<file path="src/rtl/uart_verification_if.sv">
// rtl/uart_verification_if.sv - pin bundle for the dual 8N1 UART loopback block
interface uart_verification_if;
    logic       rx1;
    logic       tx1;
    logic       transmit1;
    logic [7:0] tx_byte1;
    logic       received1;
    logic [7:0] rx_byte1;
    logic       is_receiving1;
    logic       is_transmitting1;
    logic       recv_error1;
    logic       tx2;
    logic       transmit2;
    logic [7:0] tx_byte2;
    logic       received2;
    logic [7:0] rx_byte2;
    logic       is_receiving2;
    logic       is_transmitting2;
    logic       recv_error2;

    modport master (
        output rx1, transmit1, tx_byte1, transmit2, tx_byte2,
        input  tx1, received1, rx_byte1, is_receiving1, is_transmitting1, recv_error1,
        input  tx2, received2, rx_byte2, is_receiving2, is_transmitting2, recv_error2
    );

    modport slave (
        input  rx1, transmit1, tx_byte1, transmit2, tx_byte2,
        output tx1, received1, rx_byte1, is_receiving1, is_transmitting1, recv_error1,
        output tx2, received2, rx_byte2, is_receiving2, is_transmitting2, recv_error2
    );
endinterface

</file>
<file path="src/rtl/uart_verification.sv">
// rtl/uart_verification.sv - two 8N1 UART channels, UART1 tx looped into UART2 rx
// One uart_channel is a complete transmitter plus receiver; the top wires two of
// them together so that every byte UART1 sends is received by UART2.
module uart_channel #(
    parameter int CLKS_PER_BIT = 217
) (
    input  logic       clk,
    input  logic       rst,
    input  logic       rx,
    output logic       tx,
    input  logic       transmit,
    input  logic [7:0] tx_byte,
    output logic       received,
    output logic [7:0] rx_byte,
    output logic       is_receiving,
    output logic       is_transmitting,
    output logic       recv_error
);
    localparam int CW = $clog2(CLKS_PER_BIT);
    localparam logic [CW-1:0] BIT_LAST  = CW'(CLKS_PER_BIT - 1);
    localparam logic [CW-1:0] HALF_LAST = CW'(CLKS_PER_BIT / 2 - 1);

    localparam logic [1:0] TX_IDLE  = 2'd0;
    localparam logic [1:0] TX_START = 2'd1;
    localparam logic [1:0] TX_DATA  = 2'd2;
    localparam logic [1:0] TX_STOP  = 2'd3;

    localparam logic [2:0] RX_IDLE      = 3'd0;
    localparam logic [2:0] RX_START     = 3'd1;
    localparam logic [2:0] RX_DATA      = 3'd2;
    localparam logic [2:0] RX_STOP      = 3'd3;
    localparam logic [2:0] RX_WAIT_HIGH = 3'd4;

    logic [1:0]    tx_state;
    logic [CW-1:0] tx_cnt;
    logic [2:0]    tx_bit;
    logic [7:0]    tx_shift;

    logic [2:0]    rx_state;
    logic [CW-1:0] rx_cnt;
    logic [2:0]    rx_bit;
    logic [7:0]    rx_shift;
    logic          rx_meta;
    logic          rx_sync;

    // Transmitter: latch the byte on the request edge, then clock out start/data/stop bits.
    always_ff @(posedge clk or posedge rst) begin
        if (rst) begin
            tx_state        <= TX_IDLE;
            tx              <= 1'b1;
            is_transmitting <= 1'b0;
            tx_cnt          <= '0;
            tx_bit          <= '0;
            tx_shift        <= '0;
        end else begin
            case (tx_state)
                TX_IDLE: begin
                    if (transmit) begin
                        tx_shift        <= tx_byte;
                        tx              <= 1'b0;
                        is_transmitting <= 1'b1;
                        tx_cnt          <= '0;
                        tx_state        <= TX_START;
                    end
                end
                TX_START: begin
                    if (tx_cnt == BIT_LAST) begin
                        tx_cnt   <= '0;
                        tx_bit   <= '0;
                        tx       <= tx_shift[0];
                        tx_state <= TX_DATA;
                    end else begin
                        tx_cnt <= tx_cnt + 1'b1;
                    end
                end
                TX_DATA: begin
                    if (tx_cnt == BIT_LAST) begin
                        tx_cnt <= '0;
                        if (tx_bit == 3'd7) begin
                            tx       <= 1'b1;
                            tx_state <= TX_STOP;
                        end else begin
                            tx_bit <= tx_bit + 3'd1;
                            tx     <= tx_shift[tx_bit + 3'd1];
                        end
                    end else begin
                        tx_cnt <= tx_cnt + 1'b1;
                    end
                end
                TX_STOP: begin
                    // Dropping busy here guarantees one idle cycle before the next frame.
                    if (tx_cnt == BIT_LAST) begin
                        tx_cnt          <= '0;
                        is_transmitting <= 1'b0;
                        tx_state        <= TX_IDLE;
                    end else begin
                        tx_cnt <= tx_cnt + 1'b1;
                    end
                end
                default: tx_state <= TX_IDLE;
            endcase
        end
    end

    // Two-flop synchronizer on the serial input; idles high.
    always_ff @(posedge clk or posedge rst) begin
        if (rst) begin
            rx_meta <= 1'b1;
            rx_sync <= 1'b1;
        end else begin
            rx_meta <= rx;
            rx_sync <= rx_meta;
        end
    end

    // Receiver: detect start, check it at half a bit, then sample every bit centre.
    always_ff @(posedge clk or posedge rst) begin
        if (rst) begin
            rx_state     <= RX_IDLE;
            rx_cnt       <= '0;
            rx_bit       <= '0;
            rx_shift     <= '0;
            rx_byte      <= '0;
            received     <= 1'b0;
            recv_error   <= 1'b0;
            is_receiving <= 1'b0;
        end else begin
            received   <= 1'b0;
            recv_error <= 1'b0;
            case (rx_state)
                RX_IDLE: begin
                    if (!rx_sync) begin
                        is_receiving <= 1'b1;
                        rx_cnt       <= '0;
                        rx_state     <= RX_START;
                    end
                end
                RX_START: begin
                    if (rx_cnt == HALF_LAST) begin
                        rx_cnt <= '0;
                        if (rx_sync) begin
                            // Line went back high before mid start bit: treat as a glitch.
                            recv_error   <= 1'b1;
                            is_receiving <= 1'b0;
                            rx_state     <= RX_IDLE;
                        end else begin
                            rx_bit   <= '0;
                            rx_state <= RX_DATA;
                        end
                    end else begin
                        rx_cnt <= rx_cnt + 1'b1;
                    end
                end
                RX_DATA: begin
                    if (rx_cnt == BIT_LAST) begin
                        rx_cnt   <= '0;
                        rx_shift <= {rx_sync, rx_shift[7:1]};
                        if (rx_bit == 3'd7) begin
                            rx_state <= RX_STOP;
                        end else begin
                            rx_bit <= rx_bit + 3'd1;
                        end
                    end else begin
                        rx_cnt <= rx_cnt + 1'b1;
                    end
                end
                RX_STOP: begin
                    if (rx_cnt == BIT_LAST) begin
                        rx_cnt <= '0;
                        if (rx_sync) begin
                            rx_byte      <= rx_shift;
                            received     <= 1'b1;
                            is_receiving <= 1'b0;
                            rx_state     <= RX_IDLE;
                        end else begin
                            recv_error <= 1'b1;
                            rx_state   <= RX_WAIT_HIGH;
                        end
                    end else begin
                        rx_cnt <= rx_cnt + 1'b1;
                    end
                end
                RX_WAIT_HIGH: begin
                    // A broken frame must not be mistaken for a new start bit.
                    if (rx_sync) begin
                        is_receiving <= 1'b0;
                        rx_state     <= RX_IDLE;
                    end
                end
                default: rx_state <= RX_IDLE;
            endcase
        end
    end
endmodule

module uart_verification #(
    parameter int CLKS_PER_BIT = 217
) (
    input  logic                clk,
    input  logic                rst,
    uart_verification_if.slave  bus
);
    logic tx1_line;
    logic tx2_line;

    assign bus.tx1 = tx1_line;
    assign bus.tx2 = tx2_line;

    uart_channel #(.CLKS_PER_BIT(CLKS_PER_BIT)) u_uart1 (
        .clk             (clk),
        .rst             (rst),
        .rx              (bus.rx1),
        .tx              (tx1_line),
        .transmit        (bus.transmit1),
        .tx_byte         (bus.tx_byte1),
        .received        (bus.received1),
        .rx_byte         (bus.rx_byte1),
        .is_receiving    (bus.is_receiving1),
        .is_transmitting (bus.is_transmitting1),
        .recv_error      (bus.recv_error1)
    );

    uart_channel #(.CLKS_PER_BIT(CLKS_PER_BIT)) u_uart2 (
        .clk             (clk),
        .rst             (rst),
        .rx              (tx1_line),
        .tx              (tx2_line),
        .transmit        (bus.transmit2),
        .tx_byte         (bus.tx_byte2),
        .received        (bus.received2),
        .rx_byte         (bus.rx_byte2),
        .is_receiving    (bus.is_receiving2),
        .is_transmitting (bus.is_transmitting2),
        .recv_error      (bus.recv_error2)
    );
endmodule

</file>
<file path="src/flat_wrapper.sv">
// flat-port wrapper written by rule: the top's interface ports become plain ports
module uart_verification_flat 
#(
    parameter int CLKS_PER_BIT = 217
)
  (clk, rst, bus_rx1, bus_transmit1, bus_tx_byte1, bus_transmit2, bus_tx_byte2, bus_tx1, bus_received1, bus_rx_byte1, bus_is_receiving1, bus_is_transmitting1, bus_recv_error1, bus_tx2, bus_received2, bus_rx_byte2, bus_is_receiving2, bus_is_transmitting2, bus_recv_error2);
  uart_verification_if bus_i ();
  input  logic clk;
  input  logic rst;
  input wire logic [$bits(bus_i.rx1)-1:0] bus_rx1;
  input wire logic [$bits(bus_i.transmit1)-1:0] bus_transmit1;
  input wire logic [$bits(bus_i.tx_byte1)-1:0] bus_tx_byte1;
  input wire logic [$bits(bus_i.transmit2)-1:0] bus_transmit2;
  input wire logic [$bits(bus_i.tx_byte2)-1:0] bus_tx_byte2;
  output wire logic [$bits(bus_i.tx1)-1:0] bus_tx1;
  output wire logic [$bits(bus_i.received1)-1:0] bus_received1;
  output wire logic [$bits(bus_i.rx_byte1)-1:0] bus_rx_byte1;
  output wire logic [$bits(bus_i.is_receiving1)-1:0] bus_is_receiving1;
  output wire logic [$bits(bus_i.is_transmitting1)-1:0] bus_is_transmitting1;
  output wire logic [$bits(bus_i.recv_error1)-1:0] bus_recv_error1;
  output wire logic [$bits(bus_i.tx2)-1:0] bus_tx2;
  output wire logic [$bits(bus_i.received2)-1:0] bus_received2;
  output wire logic [$bits(bus_i.rx_byte2)-1:0] bus_rx_byte2;
  output wire logic [$bits(bus_i.is_receiving2)-1:0] bus_is_receiving2;
  output wire logic [$bits(bus_i.is_transmitting2)-1:0] bus_is_transmitting2;
  output wire logic [$bits(bus_i.recv_error2)-1:0] bus_recv_error2;
  assign bus_i.rx1 = bus_rx1;
  assign bus_i.transmit1 = bus_transmit1;
  assign bus_i.tx_byte1 = bus_tx_byte1;
  assign bus_i.transmit2 = bus_transmit2;
  assign bus_i.tx_byte2 = bus_tx_byte2;
  assign bus_tx1 = bus_i.tx1;
  assign bus_received1 = bus_i.received1;
  assign bus_rx_byte1 = bus_i.rx_byte1;
  assign bus_is_receiving1 = bus_i.is_receiving1;
  assign bus_is_transmitting1 = bus_i.is_transmitting1;
  assign bus_recv_error1 = bus_i.recv_error1;
  assign bus_tx2 = bus_i.tx2;
  assign bus_received2 = bus_i.received2;
  assign bus_rx_byte2 = bus_i.rx_byte2;
  assign bus_is_receiving2 = bus_i.is_receiving2;
  assign bus_is_transmitting2 = bus_i.is_transmitting2;
  assign bus_recv_error2 = bus_i.recv_error2;
  uart_verification #(.CLKS_PER_BIT(CLKS_PER_BIT)) u_core (.clk(clk), .rst(rst), .bus(bus_i));
endmodule
</file>
<file path="config.mk">
export PLATFORM = sky130hd
export DESIGN_NAME = uart_verification_flat
export DESIGN_NICKNAME = d
export VERILOG_FILES = /design/src/rtl/uart_verification_if.sv /design/src/rtl/uart_verification.sv /design/src/flat_wrapper.sv
export SDC_FILE = /design/constraint.sdc
export NUM_CORES = 1
export LEC_CHECK = 0
export CORE_ASPECT_RATIO = 0.5
export CORE_UTILIZATION = 39
export DETAILED_ROUTE_END_ITERATION = 6
export PLACE_DENSITY = 0.62
export REMOVE_ABC_BUFFERS = 1
export SLEW_MARGIN = 30
export SYNTH_ARGS = -nofsm -noshare
export SYNTH_HDL_FRONTEND = slang
export SYNTH_HIERARCHICAL = 1
export SYNTH_SLANG_ARGS = --single-unit
</file>
<file path="constraint.sdc">
create_clock -name clk -period 2.9 [get_ports clk]
set_clock_uncertainty 0.15 [all_clocks]
set_input_delay 0.725 -clock clk [delete_from_list [all_inputs] [get_ports clk]]
set_output_delay 0.725 -clock clk [all_outputs]
set_load 0.01 [all_outputs]
</file>
* Yosys cells after proc, flatten, opt, wreduce, memory -nomap -nowiden
Cells that the tools add are included.
** Cells by class
- Mux-type cells :: 106
- Equality and inequality tests :: 52
- Reduce and logical (&&, ||, !) cells :: 42
- Order comparisons :: 2
- Add/subtract/negate cells :: 8
** Operators by type and width (number)
- $mux W3 :: 28
- $mux W8 :: 10
- $ne A2 B2 Y1 const B :: 28
- $pmux W8 S3 :: 2
- $mux W1 :: 34
- $add A8 B1 Y8 const B :: 4
- $eq A8 B8 Y1 const B :: 4
- $pmux W8 S2 :: 2
- $pmux W3 S5 :: 2
- $mux W2 :: 12
- $pmux W3 S2 :: 4
- $reduce_and A4 Y1 :: 6
- $reduce_and A5 Y1 :: 4
- $eq A3 B3 Y1 const B :: 6
- $eq A8 B7 Y1 const B :: 2
- $pmux W2 S4 :: 2
- $add A3 B1 Y3 const B :: 4
- $eq A3 B2 Y1 const B :: 4
- $reduce_and A2 Y1 :: 6
- $reduce_and A3 Y1 :: 4
- $reduce_and A6 Y1 :: 2
- $reduce_bool A2 Y1 :: 6
- $reduce_bool A3 Y1 :: 4
- $eq A2 B2 Y1 const B :: 4
- 12 further kinds :: 26
** Word-level totals
- Flip-flop bits (word level) :: 116
- Input bits :: 21
- Word-level logic and storage cells :: 242

* Depth between registers and ports, before layout
- Depth after elaboration :: 6
- Depth in mapped cells :: 7
- Gate-level depth less buffers :: 6

* By module
The synthesis kept the hierarchy.
** By module, submodules not included
- uart_channel (u_core.u_uart1) :: instances 1, area each 2971.6 µm², cells an instance 267, seq. area each 1455.1 µm²
- uart_channel (u_core.u_uart2) :: instances 1, area each 2950.3 µm², cells an instance 262, seq. area each 1455.1 µm²

* Worst setup path after synthesis
No wires, ideal clock.
- Path type :: flip-flop to flip-flop
- Start :: reg u_core.u_uart2.tx_bit[0]
- End :: reg u_core.u_uart2.tx
- Data arrival time :: 1.700 ns
- Setup slack :: 0.968 ns
- Cell stages (with the launch flop) :: 6
- Path buffers :: 0
- Required time :: 2.668 ns
- Library setup time :: 0.082 ns
- Period minus slack after synthesis :: 1.932 ns
- Path through :: dfrtp_1 -> ha_1 -> mux4_2 -> mux2i_1 -> a21oi_1 -> mux2_2
** Between the ends
- Word-level cells in the longest chain between the ends :: 6
- Elaborated cells between the ends (all ways) :: 7
** RTL lines
- from (decl) :: RTL line uart_verification.sv:36 : logic [2:0] tx_bit;
- from (signal assigned) :: RTL line uart_verification.sv:83 : tx_bit <= tx_bit + 3'd1;
- $add A3 B1 Y3 :: RTL line uart_verification.sv:84 : tx <= tx_shift[tx_bit + 3'd1];
- $bmux W1 S3 :: RTL line uart_verification.sv:84
- $mux W1 (not written as such) :: RTL line uart_verification.sv:84
- $mux W1 * :: RTL line uart_verification.sv:79 : if (tx_bit == 3'd7) begin
- $mux W1 * :: RTL line uart_verification.sv:77 : if (tx_cnt == BIT_LAST) begin
- $pmux W1 S3 * :: RTL line uart_verification.sv:56 : case (tx_state)
- to (signal assigned) :: RTL line uart_verification.sv:70 : tx <= tx_shift[0];
- to (signal assigned) :: RTL line uart_verification.sv:84
- to (decl) :: RTL line uart_verification.sv:10 : output logic tx,
Mark *: on every way between the ends. The rest lies on a longest branch, timed or not. The select of a mux whose other input is x is not followed.
A chain may end at the register's enable or synchronous reset.

* Worst setup path in the final report
- Start :: reg u_core.u_uart1.tx
- End :: out bus_tx1
** RTL lines
- from (decl) :: RTL line uart_verification.sv:10
- from (signal assigned) :: RTL line uart_verification.sv:70
- from (signal assigned) :: RTL line uart_verification.sv:84
- to (decl) :: RTL line flat_wrapper.sv:15 : output wire logic [$bits(bus_i.tx1)-1:0] bus_tx1;
No word-level cell between the ends.

==> flow_metrics.env <==
export IMPL_ant_nets=0
export IMPL_clockBufferDepth=2
export IMPL_slew_viol_final=0
export IMPL_finalWorstSetupSlack_ns=0.5105
export IMPL_post_synth_top_area_fraction_pct=46.48
export IMPL_cp_data_required_time_ns=2.03
export IMPL_tns_ns=0
export IMPL_antenna_found_initial=0
export IMPL_crit_path_start_kind="register"
export IMPL_placedCellCount=755
export IMPL_area_growth_pct=22.10
export IMPL_via_per_inst=5.236
export IMPL_drive_gt1_share_pct=19.86
export IMPL_die_area_mm2=0.01571
export IMPL_synth_top_area_cell="dfrtp_1"
export IMPL_netlist_area_mm2=0.005922
export IMPL_vias=4121
export IMPL_cp_end_kind="primary output"
export IMPL_arrival_ns=1.51
export IMPL_synthArstFlopShare_pct=100.0
export IMPL_cts_sinks=116
export IMPL_drt_iter0_drc=149
export IMPL_worstSetupPathType="register to primary output"
export IMPL_tritoncts="built"
export IMPL_first_pass_iters=4
export IMPL_min_period_ns=2.390
export IMPL_synth_ff_type="dfrtp_1"
export IMPL_gr_usage_all_layers_pct=15.43
export IMPL_max_freq_ghz=0.4185
export IMPL_maxSlewHeadroom_pct=55.21
export IMPL_cts_clk_slew_worst_paths_ns=0.06
export IMPL_die_x_um=176.3
export IMPL_dp_slack_ns=0.4873
export IMPL_rsz0062_at_grt="no"
export IMPL_synthTopCellsByArea="dfrtp_1, mux2_2, ha_1, nand2_1, dfstp_2"
export IMPL_total_power_uw=4112
export IMPL_peakVddDrop_v=0.0004477
export IMPL_post_cts_repair_setup_buffers=0
export IMPL_cellLeakagePower_uw=0.003185
export IMPL_grt_first_pass_wirelength_um=19260
export IMPL_finalNetCount=622
export IMPL_grt_max_degree=59
export IMPL_cts_made_buffers=17
export IMPL_grt_pass1_vias=3888
export IMPL_cts_hold_buf=0
export IMPL_slowest_stage="dfstp_2"
export IMPL_drt_wirelength_per_cell_um=14.36
export IMPL_die_h_um=89.14
export IMPL_hold_class="register to register"
export IMPL_path_delay_family="flip-flops"
export IMPL_grt_ovfl_total=0
export IMPL_final_cell_mix="dfrtp_1, mux2_2, nand2_1"
export IMPL_finalNonFillerCells=787
export IMPL_post_synth_num_cell_types=72
export IMPL_dpl_hpwl_um=7587
export IMPL_outcome="completed"
export IMPL_ctsRootBufferMaster="clkbuf_16"
export IMPL_mostFrequentLayoutCell="dfrtp_1"
export IMPL_cts_repair_resized=0
export IMPL_drt_total_wl_um=11300
export IMPL_port_buffer_count=46
export IMPL_ys_ff_latch=116
export IMPL_crit_buf_inv=1
export IMPL_cap_viol_max_count=0
export IMPL_core_mm2=0.01466
export IMPL_avgSynthCellArea_um2=11.19
export IMPL_crit_fanout=3
export IMPL_ios=47
export IMPL_hold_viol=0
export IMPL_synthCells=529
export IMPL_initial_core_util_pct=40.39
export IMPL_gp_congestion=0.8054
export IMPL_seq_area_frac_synth_pct=49.14
export IMPL_drcViolationCount=0
export IMPL_antenna_cells=0
export IMPL_yosysWarnings=6
export IMPL_setup_violations=0
export IMPL_synth_edf_count=0
export IMPL_power_density_mw_per_mm2=568.7
export IMPL_crit_path_max_incr_delay_ns=0.57
export IMPL_h_tree_depth=4
export IMPL_finalCritPeriodShare_pct=82.40
export IMPL_crit_path_cell_trace="clkdlybuf4s50_1"
export IMPL_rows=31
export IMPL_clk_latency_ns=0.40
export IMPL_tightest_slew_ns=0.6719
[synth_stat cells, drive strengths merged (3+ instances only)]
cell type	instances
dfrtp	110
mux2	53
nand2	48
inv	29
o21ai	28
ha	25
nor2	25
a21oi	17
nor3	16
nand3	15
buf	11
mux2i	11
a22o	10
clkbuf	9
o22ai	8
and3	6
dfstp	6
nor2b	6
o211ai	6
o2bb2ai	6
a21o	5
and2	5
nand3b	5
nand4	5
a22oi	4
mux4	4
o221ai	4
or2	4
a211oi	3
nand2b	3
nor4	3
[final timing paths]
check | endpoint | start | cells past startpoint | slack [ns]
max in group asynchronous | u_core/u_uart2/tx | rst | 3 | 1.69
worst min register to register | u_core/u_uart2/rx_sync | u_core/u_uart2/rx_meta | 0 | 0.20
worst max-delay path | bus_tx1 | u_core/u_uart1/tx | 1 | 0.51
worst max register to register | u_core/u_uart1/tx_state[1] | u_core/u_uart1/tx_state[1] | 5 | 0.70
min in group asynchronous | u_core/u_uart1/rx_byte[1] | rst | 3 | 0.59
worst min-delay path | u_core/u_uart2/rx_sync | u_core/u_uart2/rx_meta | 0 | 0.20
[sequential cells by signal (all words and copies together) (netlist names), 2 cells and up]
name	count
u_core/u_uart2/rx_shift	8
u_core/u_uart2/rx_bit	3
u_core/u_uart2/tx_cnt	8
u_core/u_uart2/rx_cnt	8
u_core/u_uart2/tx_bit	3
u_core/u_uart1/tx_shift	8
u_core/u_uart1/tx_cnt	8
u_core/u_uart2/tx_state	2
u_core/u_uart1/rx_cnt	8
u_core/u_uart1/tx_bit	3
u_core/u_uart1/tx_state	2
u_core/u_uart2/rx_state	3
u_core/u_uart1/rx_byte	8
u_core/u_uart2/tx_shift	8
u_core/u_uart2/rx_byte	8
u_core/u_uart1/rx_shift	8
u_core/u_uart1/rx_bit	3
u_core/u_uart1/rx_state	3
[cells by family after synthesis]
family          after synthesis  synth area share [%]
fa+ha+maj                    25                 5.282
flops                       116                 49.14
simple gates                155                 14.66
compound gates              113                 13.12
xor+xnor                      3                0.4438
mux                          68                 13.46
buf+inv                      49                 3.887
[power breakdown]
part	switching [uW]	internal, uW	total [uW]
clock	757	1660	2420
combinational	39.0	31.3	70.3
sequential	2.12	1620	1620
total	798	3310	4110
[metrics by stage]
stage | instance area, um^2 | utilization, % | hold slack, ns
2_1_floorplan | 5801 | - | 0.1952
3_3_place_gp | 6549 | 44.67 | 0.1979
3_5_place_dp | 6549 | 44.67 | 0.1984
4_1_cts | 7231 | 49.32 | 0.2060
5_1_grt | 7231 | 49.32 | 0.2141
6_report | 7231 | 49.32 | 0.2049
[metal layers]
layer | GRT usage (%) | wire length (um) | vias to the layer above
met4 | 6.087 | 90 | 0
met2 | 23.77 | 5086 | 54
met5 | 0 | 0 | -
li1 | - | - | 2035
met1 | 21.43 | 5837 | 2023
met3 | 3.274 | 286 | 9
[final cells by class]
cell class,count,area (um^2)
Clock buffer,20,456.7
Tap cell,198,247.7
Sequential cell,116,2910
Inverter,29,108.9
Clock inverter,12,225.2
Timing Repair Buffer,48,500.5
Fill cell,1316,7431
Multi-Input combinational cell,364,2781
No activity file was read; power rests on OpenSTA's default activity.
